**src/rtl/matrix_result_reader_pkg.sv**
```systemverilog
// Shared constants, size encodings and reader state encoding for the
// coprocessor result-frame reader.
package matrix_result_reader_pkg;

    localparam int RESULT_BASE = 25;
    localparam int OVF_OFFSET  = 25;
    localparam int MAX_DIM     = 5;
    localparam int ADDR_W      = 7;
    localparam int DATA_W      = 16;

    typedef enum logic [1:0] {
        SIZE_2X2 = 2'b00,
        SIZE_3X3 = 2'b01,
        SIZE_4X4 = 2'b10,
        SIZE_5X5 = 2'b11
    } size_t;

    typedef enum logic [2:0] {
        ST_IDLE     = 3'd0,
        ST_WAIT     = 3'd1,
        ST_HOLD     = 3'd2,
        ST_OVF_WAIT = 3'd3,
        ST_DONE     = 3'd4
    } reader_state_t;

    // Matrix dimension N for a size code: 2..5.
    function automatic logic [2:0] dim_of(input logic [1:0] sz);
        return {1'b0, sz} + 3'd2;
    endfunction

endpackage

```
**src/rtl/matrix_result_reader_if.sv**
```systemverilog
// Memory read port and element stream of the result reader.
interface matrix_result_reader_if #(
    parameter int ADDR_W = 7,
    parameter int DATA_W = 16
);
    logic [ADDR_W-1:0] mem_addr;
    logic              mem_re;
    logic [DATA_W-1:0] mem_q;

    // Element stream: an element transfers on a rising clk edge where
    // elem_valid and elem_ready are both high; while elem_valid is high and
    // elem_ready is low, every elem_* field stays unchanged.
    logic              elem_valid;
    logic              elem_ready;
    logic [7:0]        elem_data;
    logic [2:0]        elem_row;
    logic [2:0]        elem_col;
    logic              elem_last;

    modport master (
        output mem_addr, mem_re, elem_valid, elem_data, elem_row, elem_col, elem_last,
        input  mem_q, elem_ready
    );

    modport slave (
        input  mem_addr, mem_re, elem_valid, elem_data, elem_row, elem_col, elem_last,
        output mem_q, elem_ready
    );
endinterface

```
**src/rtl/matrix_result_reader_walker.sv**
```systemverilog
// Row/column walker over the active NxN window of the 5-wide result frame;
// produces the last-element flag and the next read address incrementally.
module matrix_result_reader_walker
    import matrix_result_reader_pkg::*;
#(
    parameter int ADDR_W  = matrix_result_reader_pkg::ADDR_W,
    parameter int MAX_DIM = matrix_result_reader_pkg::MAX_DIM
) (
    input  logic              clk,
    input  logic              rst,
    input  logic              i_init,
    input  logic              i_advance,
    input  logic [2:0]        i_n,
    input  logic [ADDR_W-1:0] i_addr,
    output logic [2:0]        o_row,
    output logic [2:0]        o_col,
    output logic              o_last,
    output logic [ADDR_W-1:0] o_next_addr
);

    logic [2:0] r_row;
    logic [2:0] r_col;
    logic [2:0] w_n_m1;
    logic       w_col_end;

    assign w_n_m1    = i_n - 3'd1;
    assign w_col_end = (r_col == w_n_m1);
    assign o_last    = w_col_end && (r_row == w_n_m1);
    assign o_row     = r_row;
    assign o_col     = r_col;

    // Row wrap skips the unused tail of the current frame row.
    assign o_next_addr = w_col_end
        ? i_addr + ADDR_W'(MAX_DIM) - ADDR_W'(i_n) + ADDR_W'(1)
        : i_addr + ADDR_W'(1);

    always_ff @(posedge clk or posedge rst) begin
        if (rst) begin
            r_row <= '0;
            r_col <= '0;
        end else if (i_init) begin
            r_row <= '0;
            r_col <= '0;
        end else if (i_advance) begin
            if (w_col_end) begin
                r_col <= '0;
                r_row <= r_row + 3'd1;
            end else begin
                r_col <= r_col + 3'd1;
            end
        end
    end

endmodule

```
**src/rtl/matrix_result_reader.sv**
```systemverilog
// Streams the active NxN part of a result frame out of result memory,
// then reads the overflow flag and pulses done.
module matrix_result_reader
    import matrix_result_reader_pkg::*;
#(
    parameter int ADDR_W      = matrix_result_reader_pkg::ADDR_W,
    parameter int DATA_W      = matrix_result_reader_pkg::DATA_W,
    parameter int RESULT_BASE = matrix_result_reader_pkg::RESULT_BASE,
    parameter int MAX_DIM     = matrix_result_reader_pkg::MAX_DIM,
    parameter int RD_LAT      = 1
) (
    input  logic                          clk,
    input  logic                          rst,
    input  logic                          i_start,
    input  logic [1:0]                    i_matrix_size,
    matrix_result_reader_if.master        bus,
    output logic                          o_overflow,
    output logic                          o_busy,
    output logic                          o_done,
    output reader_state_t                 o_state
);

    reader_state_t     r_state;
    logic [2:0]        r_n;
    logic [1:0]        r_lat_cnt;
    logic [ADDR_W-1:0] r_mem_addr;
    logic              r_mem_re;
    logic              r_elem_valid;
    logic [7:0]        r_elem_data;
    logic [2:0]        r_elem_row;
    logic [2:0]        r_elem_col;
    logic              r_elem_last;
    logic              r_overflow;
    logic              r_done;

    logic              w_init;
    logic              w_advance;
    logic              w_lat_hit;
    logic [2:0]        w_row;
    logic [2:0]        w_col;
    logic              w_last;
    logic [ADDR_W-1:0] w_next_addr;
    logic              w_unused_hi;

    assign w_init      = (r_state == ST_IDLE) && i_start;
    assign w_advance   = (r_state == ST_HOLD) && bus.elem_ready && !r_elem_last;
    assign w_lat_hit   = (r_lat_cnt == 2'(RD_LAT));
    assign w_unused_hi = ^bus.mem_q[DATA_W-1:8];

    matrix_result_reader_walker #(
        .ADDR_W  (ADDR_W),
        .MAX_DIM (MAX_DIM)
    ) u_walker (
        .clk         (clk),
        .rst         (rst),
        .i_init      (w_init),
        .i_advance   (w_advance),
        .i_n         (r_n),
        .i_addr      (r_mem_addr),
        .o_row       (w_row),
        .o_col       (w_col),
        .o_last      (w_last),
        .o_next_addr (w_next_addr)
    );

    always_ff @(posedge clk or posedge rst) begin
        if (rst) begin
            r_state      <= ST_IDLE;
            r_n          <= '0;
            r_lat_cnt    <= '0;
            r_mem_addr   <= '0;
            r_mem_re     <= 1'b0;
            r_elem_valid <= 1'b0;
            r_elem_data  <= '0;
            r_elem_row   <= '0;
            r_elem_col   <= '0;
            r_elem_last  <= 1'b0;
            r_overflow   <= 1'b0;
            r_done       <= 1'b0;
        end else begin
            case (r_state)
                ST_IDLE: begin
                    if (i_start) begin
                        r_n        <= dim_of(i_matrix_size);
                        r_mem_addr <= ADDR_W'(RESULT_BASE);
                        r_overflow <= 1'b0;
                        r_lat_cnt  <= '0;
                        r_mem_re   <= 1'b1;
                        r_state    <= ST_WAIT;
                    end
                end
                ST_WAIT: begin
                    if (w_lat_hit) begin
                        r_elem_data  <= bus.mem_q[7:0];
                        r_elem_row   <= w_row;
                        r_elem_col   <= w_col;
                        r_elem_last  <= w_last;
                        r_elem_valid <= 1'b1;
                        r_mem_re     <= 1'b0;
                        r_state      <= ST_HOLD;
                    end else begin
                        r_lat_cnt <= r_lat_cnt + 2'd1;
                    end
                end
                ST_HOLD: begin
                    if (bus.elem_ready) begin
                        r_elem_valid <= 1'b0;
                        r_lat_cnt    <= '0;
                        r_mem_re     <= 1'b1;
                        if (r_elem_last) begin
                            r_mem_addr <= ADDR_W'(RESULT_BASE + OVF_OFFSET);
                            r_state    <= ST_OVF_WAIT;
                        end else begin
                            r_mem_addr <= w_next_addr;
                            r_state    <= ST_WAIT;
                        end
                    end
                end
                ST_OVF_WAIT: begin
                    if (w_lat_hit) begin
                        r_overflow <= bus.mem_q[0];
                        r_done     <= 1'b1;
                        r_mem_re   <= 1'b0;
                        r_state    <= ST_DONE;
                    end else begin
                        r_lat_cnt <= r_lat_cnt + 2'd1;
                    end
                end
                ST_DONE: begin
                    r_done  <= 1'b0;
                    r_state <= ST_IDLE;
                end
                default: r_state <= ST_IDLE;
            endcase
        end
    end

    assign bus.mem_addr   = r_mem_addr;
    assign bus.mem_re     = r_mem_re;
    assign bus.elem_valid = r_elem_valid;
    assign bus.elem_data  = r_elem_data;
    assign bus.elem_row   = r_elem_row;
    assign bus.elem_col   = r_elem_col;
    assign bus.elem_last  = r_elem_last;
    assign o_overflow     = r_overflow;
    assign o_done         = r_done;
    assign o_busy         = (r_state != ST_IDLE);
    assign o_state        = r_state;

endmodule

```
**src/flat_wrapper.sv**
```systemverilog
// flat-port wrapper written by rule: the top's interface ports become plain ports
module matrix_result_reader_flat import matrix_result_reader_pkg::*;
#(
    parameter int ADDR_W      = matrix_result_reader_pkg::ADDR_W,
    parameter int DATA_W      = matrix_result_reader_pkg::DATA_W,
    parameter int RESULT_BASE = matrix_result_reader_pkg::RESULT_BASE,
    parameter int MAX_DIM     = matrix_result_reader_pkg::MAX_DIM,
    parameter int RD_LAT      = 1
)
  (clk, rst, i_start, i_matrix_size, o_overflow, o_busy, o_done, o_state, bus_mem_addr, bus_mem_re, bus_elem_valid, bus_elem_data, bus_elem_row, bus_elem_col, bus_elem_last, bus_mem_q, bus_elem_ready);
  matrix_result_reader_if #(.ADDR_W(ADDR_W), .DATA_W(DATA_W)) bus_i ();
  input  logic clk;
  input  logic rst;
  input  logic i_start;
  input  logic [1:0] i_matrix_size;
  output logic o_overflow;
  output logic o_busy;
  output logic o_done;
  output reader_state_t o_state;
  output wire logic [$bits(bus_i.mem_addr)-1:0] bus_mem_addr;
  output wire logic [$bits(bus_i.mem_re)-1:0] bus_mem_re;
  output wire logic [$bits(bus_i.elem_valid)-1:0] bus_elem_valid;
  output wire logic [$bits(bus_i.elem_data)-1:0] bus_elem_data;
  output wire logic [$bits(bus_i.elem_row)-1:0] bus_elem_row;
  output wire logic [$bits(bus_i.elem_col)-1:0] bus_elem_col;
  output wire logic [$bits(bus_i.elem_last)-1:0] bus_elem_last;
  input wire logic [$bits(bus_i.mem_q)-1:0] bus_mem_q;
  input wire logic [$bits(bus_i.elem_ready)-1:0] bus_elem_ready;
  assign bus_mem_addr = bus_i.mem_addr;
  assign bus_mem_re = bus_i.mem_re;
  assign bus_elem_valid = bus_i.elem_valid;
  assign bus_elem_data = bus_i.elem_data;
  assign bus_elem_row = bus_i.elem_row;
  assign bus_elem_col = bus_i.elem_col;
  assign bus_elem_last = bus_i.elem_last;
  assign bus_i.mem_q = bus_mem_q;
  assign bus_i.elem_ready = bus_elem_ready;
  matrix_result_reader #(.ADDR_W(ADDR_W), .DATA_W(DATA_W), .RESULT_BASE(RESULT_BASE), .MAX_DIM(MAX_DIM), .RD_LAT(RD_LAT)) u_core (.clk(clk), .rst(rst), .i_start(i_start), .i_matrix_size(i_matrix_size), .bus(bus_i), .o_overflow(o_overflow), .o_busy(o_busy), .o_done(o_done), .o_state(o_state));
endmodule
```
**config.mk**
```make
export PLATFORM = sky130hd
export DESIGN_NAME = matrix_result_reader_flat
export DESIGN_NICKNAME = d
export VERILOG_FILES = /design/src/rtl/matrix_result_reader_pkg.sv /design/src/rtl/matrix_result_reader_if.sv /design/src/rtl/matrix_result_reader_walker.sv /design/src/rtl/matrix_result_reader.sv /design/src/flat_wrapper.sv
export SDC_FILE = /design/constraint.sdc
export NUM_CORES = 1
export LEC_CHECK = 0
export CAP_MARGIN = 20
export CORE_MARGIN = 5
export CORE_UTILIZATION = 50
export DETAILED_ROUTE_END_ITERATION = 7
export PLACE_DENSITY = 0.8
export SYNTH_ARGS = -nofsm -noshare
export SYNTH_HDL_FRONTEND = slang
export SYNTH_SLANG_ARGS = --single-unit
```
**constraint.sdc**
```tcl
create_clock -name clk -period 5 [get_ports clk]
set_input_delay 1 -clock clk [delete_from_list [all_inputs] [get_ports clk]]
set_output_delay 1 -clock clk [all_outputs]
set_load 0.1 [all_outputs]
```
# Yosys cells after proc, flatten, opt, wreduce, memory -nomap -nowiden

Cells that the tools add are included.

Shift-type cells: 0
Eq/ne operators: 13
Multiplexer cells: 32
Order comparisons: 0
$add $sub $neg: 9
Div/mod/pow operators: 0
Reduce and logical (&&, ||, !) cells: 25
$mul: 0
Bitwise operators: 0

Operator list:

| kind                                                                     | number |
|---|---|
| 3-bit 2-to-1 mux                                                         | 10 |
| 7-bit 2-to-1 mux                                                         | 4 |
| 7-bit by 1-bit adder with 7-bit output (second input constant)           | 2 |
| 7-bit one-hot mux with 2 select lines                                    | 1 |
| 3-bit one-hot mux with 4 select lines                                    | 1 |
| 4-bit AND reduction                                                      | 3 |
| 2-bit nonzero test                                                       | 6 |
| 3-bit AND reduction                                                      | 3 |
| 2-bit 2-to-1 mux                                                         | 4 |
| 2-bit AND reduction                                                      | 4 |
| 7-bit by 3-bit adder with 7-bit output (second input constant)           | 1 |
| 1-bit 2-to-1 mux                                                         | 7 |
| 7-bit by 3-bit subtractor with 7-bit output                              | 1 |
| 3-bit by 1-bit adder with 3-bit output (second input constant)           | 2 |
| 3-bit by 2-bit equality test with 1-bit output (second input constant)   | 2 |
| 3-bit equality test                                                      | 2 |
| 2-bit by 1-bit inequality test with 1-bit output (second input constant) | 3 |
| 2-bit inequality test (second input constant)                            | 3 |
| 1-bit one-hot mux with 2 select lines                                    | 3 |
| 2-bit one-hot mux with 3 select lines                                    | 1 |
| 3-bit nonzero test                                                       | 2 |
| 1-bit logical AND                                                        | 4 |
| 2-bit by 2-bit adder with 3-bit output (second input constant)           | 1 |
| 3-bit by 1-bit equality test with 1-bit output (second input constant)   | 1 |
| other kinds (8)                                                          | 8 |

Memory bits (read-only): 0
Register bits: 40
Input port bits: 22
Memories kept: 0
Latch bits: 0
Word-level logic and storage cells: 93
Bits in writable memories: 0
Output and inout bits: 30

# Longest topological paths before layout

Gate-level depths: netlist of run 1.

Word-level depth: 7
Gate-level depth with buffers: 10
Depth with buffers taken out: 10

# Cells and area by module

Synthesis of run 1 repeated with hierarchy kept, for this count alone.

Cell total of the unflattened synthesis: 230
Area, all modules: 2,364.8 µm²

Modules (own cells, without submodules):

| module                      | cells each | area an instance (µm²) | sequential area each (µm²) | times used |
|---|---|---|---|---|
| matrix_result_reader        | 114        | 1,463.9                | 850.8                      | 1 |
| matrix_result_reader_walker | 116        | 900.9                  | 150.1                      | 1 |

# Worst setup path after synthesis of run 1

OpenSTA, ideal clock, no wires.

Kind: register to register
Start point: reg u_core.r_mem_addr[2] (netlist: u_core.bus.mem_addr[2])
End point: reg u_core.r_mem_addr[6] (netlist: u_core.bus.mem_addr[6])
Data required time: 4.923 ns
Library setup time: 0.077 ns
Data arrival time: 2.883 ns
Clock period less this slack: 2.960 ns
Path buffers: 0
Stages on the path, launching flop included: 10
Slack: 2.040 ns
Cell sequence: dfrtp_1 inv_1 ha_1 inv_1 ha_1 a211o_1 nand3_1 or4b_4 a211o_1 o21ai_1

Cells in the longest elaborated chain, start to end: 7
Elaborated cells on any way between the ends: 8
Those cells by class: add/sub (4); mux (4)

Ends and longest elaborated chain:

| item                                        | line                              | text |
|---|---|---|
| start, declared                             | matrix_result_reader.sv:26        | `logic [ADDR_W-1:0] r_mem_addr;` |
| start signal, assigned                      | matrix_result_reader.sv:85        | `r_mem_addr <= ADDR_W'(RESULT_BASE);` |
| start signal, assigned                      | matrix_result_reader.sv:111       | `r_mem_addr <= ADDR_W'(RESULT_BASE + OVF_OFFSET);` |
| start signal, assigned                      | matrix_result_reader.sv:114       | `r_mem_addr <= w_next_addr;` |
| 7-bit by 3-bit adder with 7-bit output      | matrix_result_reader_walker.sv:34 | `? i_addr + ADDR_W'(MAX_DIM) - ADDR_W'(i_n) + ADDR_W'(1)` |
| 7-bit by 3-bit subtractor with 7-bit output | matrix_result_reader_walker.sv:34 |  |
| 7-bit by 1-bit adder with 7-bit output      | matrix_result_reader_walker.sv:34 |  |
| 7-bit 2-to-1 mux (*)                        | matrix_result_reader_walker.sv:34 |  |
| 7-bit 2-to-1 mux (*)                        | matrix_result_reader.sv:110       | `if (r_elem_last) begin` |
| 7-bit 2-to-1 mux (*)                        | matrix_result_reader.sv:106       | `if (bus.elem_ready) begin` |
| 7-bit one-hot mux with 2 select lines (*)   | matrix_result_reader.sv:81        | `case (r_state)` |

Mark *: on every way between the ends. The rest lies on a longest branch, timed or not. The select of a mux whose other input is x is not followed.
A chain may end at the register's enable or synchronous reset.

# Worst setup path in the final report of run 1

Start point: reg u_core.r_state[2] (netlist: u_core.o_state[2])
End point: out o_busy

Cells in the longest elaborated chain, start to end: 1

Ends and longest elaborated chain:

| item                   | line                        | text |
|---|---|---|
| start, declared        | matrix_result_reader.sv:23  | `reader_state_t r_state;` |
| start signal, assigned | matrix_result_reader.sv:68  | `r_state <= ST_IDLE;` |
| start signal, assigned | matrix_result_reader.sv:89  | `r_state <= ST_WAIT;` |
| start signal, assigned | matrix_result_reader.sv:100 | `r_state <= ST_HOLD;` |
| 3-bit nonzero test     | matrix_result_reader.sv:147 | `assign o_busy = (r_state != ST_IDLE);` |
| end, declared          | flat_wrapper.sv:17          | `output logic o_busy;` |

Every way passes these cells.

==> results of run 1 <==
==> placed cells by master, fill, tap and decap left out, drive strengths merged, types with 3 or more instances in the layout <==
master         instances
ha                    15
nand3                  7
dfrtp                 40
a21o                   4
nand2                 17
o21ai                 16
nor3b                  5
a31oi                  5
clkdlybuf4s50         43
xnor2                 10
nor2                   6
a21oi                  9
clkbuf                 6
nor3                   3
inv                   21
mux2                  17
==> cell type report <==
type,instances,area [um^2],area share [%]
multi-input cells,147,1150,40.5
inverters,21,78.8,2.79
well taps,52,65.1,2.30
clock buffers,6,82.6,2.92
flip-flops and latches,40,1000,35.4
clock inverters,2,10.0,0.354
repair buffers,45,445,15.7
==> cells by family (layout without fill, tap and decap cells) <==
group,after synthesis,after routing,share of synthesized area (%)
AND/OR/NAND/NOR,49,49,12.0
flip-flops,40,40,44.1
adder cells (fa/ha/maj),16,16,9.15
multiplexers,19,19,9.32
AO/OA/AOI/OAI,50,50,14.1
XOR/XNOR,13,13,6.01
buffers and inverters,30,74,5.35
==> registers in the layout, summed over array words and instances, names as in the netlist, 2 cells and up <==
| register | flops |
|---|---|
| u_core.bus.elem_data | 8 |
| u_core.bus.mem_addr | 7 |
| u_core.bus.elem_col | 3 |
| u_core.bus.elem_row | 3 |
| u_core.o_state | 3 |
| u_core.r_n | 3 |
| u_core.u_walker.o_col | 3 |
| u_core.u_walker.o_row | 3 |
| u_core.r_lat_cnt | 2 |
==> routing by layer <==
metal | global-route usage, % | routed length (um) | up-vias | part of all wire [%]
li1 | - | - | 844 | -
met1 | 22.1 | 2150 | 827 | 45
met2 | 26.6 | 2330 | 36 | 49
met3 | 3.59 | 179 | 8 | 3.8
met4 | 6.36 | 87 | 0 | 1.8
met5 | 0 | 0 | - | 0
==> per-stage QoR <==
stage	util (%)	instance area (um^2)	hold slack (ps)
global route	64.6	2830	529
CTS	64.6	2830	513
detailed placement	62.4	2740	496
floorplan	-	2270	466
global placement	62.4	2740	462
finish	64.6	2830	507
==> cells in the mapped netlist (4+ instances only) <==
master	n	area share [%]
buf_2	7	1.5
o21ai_0	14	3.1
nand3_1	6	1.3
ha_1	15	8.3
inv_1	21	3.5
a21oi_1	9	2.0
xnor2_1	10	3.9
a21o_1	4	1.3
dfrtp_1	40	44
mux2_2	17	8.4
a31oi_1	5	1.4
nor2_1	6	0.99
nand2_1	17	2.8
==> how the worst min path moves through the flow <==
stage,from,endpoint,slack [ps],cells after the start
CTS,u_core.bus.elem_row[0]$_DFFE_PP0P_,u_core.bus.elem_row[0]$_DFFE_PP0P_,510,1
detailed placement,u_core.bus.elem_row[0]$_DFFE_PP0P_,u_core.bus.elem_row[0]$_DFFE_PP0P_,500,1
floorplan,u_core.r_lat_cnt[1]$_DFFE_PP0P_,u_core.r_lat_cnt[1]$_DFFE_PP0P_,470,1
global route,u_core.bus.elem_row[2]$_DFFE_PP0P_,u_core.bus.elem_row[2]$_DFFE_PP0P_,530,1
global placement,u_core.bus.elem_valid$_DFFE_PP0P_,u_core.bus.elem_valid$_DFFE_PP0P_,460,1
finish,u_core.bus.elem_valid$_DFFE_PP0P_,u_core.bus.elem_valid$_DFFE_PP0P_,510,1
==> critical path: cells and delay by family, from the launching register on <==
| kind | cells | cell delay (ps) |
|---|---|---|
| simple gates | 1 | 150 |
| buf+inv | 2 | 1190 |
| flops | 1 | 570 |
==> metrics.md, run 1 <==
| Metric | Value |
|---|---|
| Clock tree buffer depth | `2` |
| #FFs+latches synth | `40` |
| Post-layout minimum cycle time | `3200 ps` |
| Pre-CTS setup slack | `2090 ps` |
| DRC viols | `0` |
| Hold Vio Cnt, Final | `0` |
| P&R area growth vs syn | `24.7%` |
| Slowest stage delay, CP | `1120 ps` |
| Hold WC Path Type | `register to register` |
| Mapped cell area | `2270 um^2` |
| Routability cong. | `~0.76` |
| Die X | `77.4 um` |
| Net count after synthesis | `approximately 260` |
| HPWL Detailed | `3490 um` |
| Max Cap Viol | `0` |
| Post-Syn Area per Cell | `10.5 um^2` |
| Core ar. | `4380 um^2` |
| Root buffer cell | `clkbuf_8` |
| CTS tree | `done` |
| CP Launch Type | `register` |
| Initial antenna violation count | `0` |
| # clock sinks | `40` |
| Setup Crit Path Kind | `register to primary output` |
| Postcts setup bufs | `0` |
| FP Rows | `24` |
| First-pass GRT wire length | `8210 um` |
| Fillers | `around 360` |
| RR Startpoint | `u_core.r_n[0]$_DFFE_PP0P_` |
| Hold buffers post-CTS | `0` |
| DR iter-0 viols | `90` |
| H-Tree Depth | `2` |
| Slowest stage cell on the critical path | `clkdlybuf4s50_1` |
| All-Layer GR Usage | `around 17%` |
| Tcrit/Tclk final | `64.1%` |
| Post-synthesis cell type count | `46` |
| Asr flop ratio synth | `100%` |
| Drt pass-1 iters | `4` |
| Post-DRT Antenna Nets | `0` |
| Placed cells | `305` |
| Critical Path Source | `u_core.o_state[2]$_DFFE_PP0P_` |
| Max Slew Vio Count | `0` |
| Ys Warns | `0` |
| Status | `finished, final reports clean` |
| Fmax | `312 MHz` |
| Critical-path cell list | `nor3_1 -> inv_1 -> clkdlybuf4s50_1` |
| Slew HR | `33.9%` |
| RSZ-0062 raised after global routing | `no` |
| Layout cells sized above 1 | `13.4%` |
| Total wire length | `~4700 um` |
| IO Port Bufs | `43` |
| Clk_lat worst skew | `290 ps` |
| Starting density of the core | `51.8%` |
| Ant diodes | `0` |
| Register area share after synthesis | `44.1%` |
| Largest net degree at the start of global routing | `slightly above 40` |
| Setup TNS | `0 ps` |
| Cts bufs inserted | `5` |
| Final setup violation count | `0` |
| Gr ovfl total | `0` |
| WP data arrival | `roughly 2200 ps` |
| Die height | `between 70 and 80 um` |
| Worst R2R End | `u_core.bus.mem_addr[6]$_DFFE_PP0P_` |
| Via count | `1715` |
| Reg2reg setup slack | `between 2000 and 3000 ps` |
| EDFF count, synth | `0` |
| Fin cells | `approximately 310` |
| Crit end category | `primary output` |
| Worst setup path endpoint | `o_busy` |
| Top FF cell, synth | `dfrtp_1` |
| Worst Slack Setup Final | `1800 ps` |
| Req. time, crit path | `4000 ps` |
| PostCTS Resize Cnt | `0` |
| Worst-path maximum fanout | `11` |
| Clock Skew | `2.75 ps` |
| Clock transition at the registers of the reported paths | `80 ps` |
| Worst Tran Pin Value | `989 ps` |
| Nets | `slightly below 300` |
| R2r worst-path depth | `7` |
| I/O Pins | `52` |
| Syn Inst Count | `217` |
| Number of global-route vias before repair | `1771` |
| Die Area | `5990 um^2` |
| Via/cell ratio | `between 5 and 6` |
| WL/cell | `around 15 um` |
Power of run 1 is left out: the tool's default activity adds up to more than one toggle a clock period on the data nets, which glitch-free logic cannot reach.
==> inputs of run 2 (changes only) <==
- clock period: 5 -> 3 ns (I/O delays scaled with it)
==> run 2 against run 1 <==
Sequential share of layout area up 0.30 points; worst setup slack lost 1300 ps; non-clock buffer count up 2; largest cell class unchanged; global-route usage is 0.33 points higher; worst hold slack worse by 17 ps; cell area shrank 0.84%; clock skew grew 1.1 ps.
==> metrics.md, run 2 (synthesized netlist as in run 1, its figures left out) <==
| Metric | Value |
|---|---|
| Status | `finished, final reports clean (unchanged)` |
| Max Cap Viol | `0 (unchanged)` |
| Hold WC Path Type | `register to register (unchanged)` |
| Tcrit/Tclk final | `82.1%` |
| Clock tree buffer depth | `2 (unchanged)` |
| Slew HR | `66.6% (was 33.9%)` |
| Critical Path Source | `u_core.bus.mem_addr[2]$_DFFE_PP0P_ (was u_core.o_state[2]$_DFFE_PP0P_)` |
| Pre-CTS setup slack | `545 ps (was 2090 ps)` |
| Gr ovfl total | `0 (unchanged)` |
| Min-Delay Startpoint | `u_core.bus.elem_valid$_DFFE_PP0P_ (unchanged)` |
| Die X | `77.4 um (unchanged)` |
| CP Launch Type | `register (unchanged)` |
| PostCTS Resize Cnt | `0 (unchanged)` |
| DRC viols | `0 (unchanged)` |
| Crit end category | `register (was primary output)` |
| Drt pass-1 iters | `4 (unchanged)` |
| Final design area excluding fillers | `2810 um^2 (was 2830 um^2)` |
| P&R area growth vs syn | `23.6% (was 24.7%)` |
| Postcts setup bufs | `0 (unchanged)` |
| Post-DP Area | `2680 um^2 (was 2740 um^2)` |
| Worst Tran Pin Value | `501 ps (was 989 ps)` |
| Die Area | `5990 um^2 (unchanged)` |
| Slowest stage delay, CP | `470 ps (was 1120 ps)` |
| Starting density of the core | `51.8% (unchanged)` |
| Slowest stage cell on the critical path | `or4b_4 (was clkdlybuf4s50_1)` |
| IO Port Bufs | `43 (unchanged)` |
| Ant diodes | `0 (unchanged)` |
| Clk_lat worst skew | `290 ps (about the same)` |
| Die height | `77.4 um (unchanged)` |
| Clock transition at the registers of the reported paths | `80 ps (about the same)` |
| Hold Vio Cnt, Final | `0 (unchanged)` |
| CTS tree | `done (unchanged)` |
| # clock sinks | `40 (unchanged)` |
| H-Tree Depth | `2 (unchanged)` |
| I/O Pins | `52 (unchanged)` |
| WL/cell | `15.5 um (was 15.1 um)` |
| RSZ-0062 raised after global routing | `no (unchanged)` |
| Post-DRT Antenna Nets | `0 (unchanged)` |
| Via/cell ratio | `5.52 (was 5.48)` |
| Number of global-route vias before repair | `1690 (was 1771)` |
| First-pass GRT wire length | `8190 um (was 8210 um)` |
| Nets | `300 (was 298)` |
| All-Layer GR Usage | `16.9% (was 16.6%)` |
| Critical-path cell list | `inv_1 -> ha_1 -> inv_1 -> ha_1 -> a211o_1 -> nand3_1 -> or4b_4 -> a211o_1 -> o21ai_1 (was nor3_1 -> inv_1 -> clkdlybuf4s50_1)` |
| Fin cells | `314 (was 313)` |
| Worst Slack Setup Final | `537 ps (was 1800 ps)` |
| Largest net degree at the start of global routing | `41 (unchanged)` |
| Placed cells | `307 (was 305)` |
| Worst-path maximum fanout | `6 (was 11)` |
| Clock Skew | `3.88 ps (was 2.75 ps)` |
| Layout cells sized above 1 | `25.2% (was 13.4%)` |
| Setup Crit Path Kind | `register to register (was register to primary output)` |
| Routability cong. | `0.793 (was 0.763)` |
| Largest register FFs | `8 (unchanged)` |
| Root buffer cell | `clkbuf_8 (unchanged)` |
| Fmax | `406 MHz` |
| HPWL Detailed | `3560 um (was 3490 um)` |
| WP data arrival | `2690 ps (was 2200 ps)` |
| Initial antenna violation count | `0 (unchanged)` |
| Total wire length | `4860 um (was 4740 um)` |
| Max Slew Vio Count | `0 (unchanged)` |
| Core ar. | `4380 um^2 (unchanged)` |
| Hold buffers post-CTS | `0 (unchanged)` |
| Via count | `1732 (was 1715)` |
| Final setup violation count | `0 (unchanged)` |
| Most frequent cells in the layout | `dfrtp_1 (40), buf_4 (34), inv_1 (21), nand2_1 (17), mux2_2 (17) (was clkdlybuf4s50_1 (43), dfrtp_1 (40), inv_1 (21), nand2_1 (17), mux2_2 (17))` |
| DR iter-0 viols | `73 (was 90)` |
| Most common cell after layout, fill and taps aside | `dfrtp_1 (was clkdlybuf4s50_1)` |
| Post-layout minimum cycle time | `2460 ps` |
| Cts bufs inserted | `5 (unchanged)` |
| FP Rows | `24 (unchanged)` |
| Req. time, crit path | `3220 ps (was 4000 ps)` |
| RR Startpoint | `u_core.bus.mem_addr[2]$_DFFE_PP0P_ (was u_core.r_n[0]$_DFFE_PP0P_)` |
| Setup TNS | `0 ps (unchanged)` |
==> run 2: changes by cell type in the layout (fill, tap and decap cells not counted), sizes merged <==
| cell | before | now |
|---|---|---|
| buf | 2 | 34 |
| clkdlybuf4s50 | 43 | 13 |
| bufinv | 0 | 2 |
| clkinv | 2 | 0 |
| clkbuf | 6 | 5 |
==> run 2: path summary, 6_finish.rpt <==
| check | endpoint | slack [ps] | cells after the start |
|---|---|---|---|
| worst max-delay path | u_core.bus.mem_addr[6]$_DFFE_PP0P_ | 540 | 9 |
| worst min-delay path | u_core.bus.elem_valid$_DFFE_PP0P_ | 490 | 1 |
| worst max register to register | u_core.bus.mem_addr[6]$_DFFE_PP0P_ | 540 | 9 |
| worst min register to register | u_core.bus.elem_valid$_DFFE_PP0P_ | 490 | 1 |
| max in group asynchronous | u_core.bus.mem_addr[0]$_DFFE_PP0P_ | 1920 | 3 |
| min in group asynchronous | u_core.o_overflow$_DFFE_PP0P_ | 720 | 3 |
==> run 2: layout make-up <==
type                       instances  area [um^2]
timing repair buffer              47          385
multi-input combinational        147         1150
inverter                          21         78.8
fill                             360         1580
clock inverter                     2         60.1
tap                               52         65.1
sequential                        40         1000
clock buffer                       5         68.8
==> run 2: stage by stage <==
step,hold WS [ps],util [%]
floorplan,466,-
global placement,464,61.1
detailed placement,470,61.1
CTS,488,64.0
global route,513,64.0
finish,490,64.0
==> run 2: critical path, delay by kind of cell, from the launching register on <==
kind	cells	cell delay [ps]
AND/OR/NAND/NOR	2	540
adder cells (fa/ha/maj)	2	590
buffers and inverters	2	150
flip-flops	1	450
AO/OA/AOI/OAI	3	660
==> run 2: per-layer routing <==
layer	share of wire, %	track usage (%)
met5	0	0
met1	45	22.7
met4	1.1	4.64
met3	4.6	4.75
met2	49	27.1
Power of run 2 is left out for the same reason.
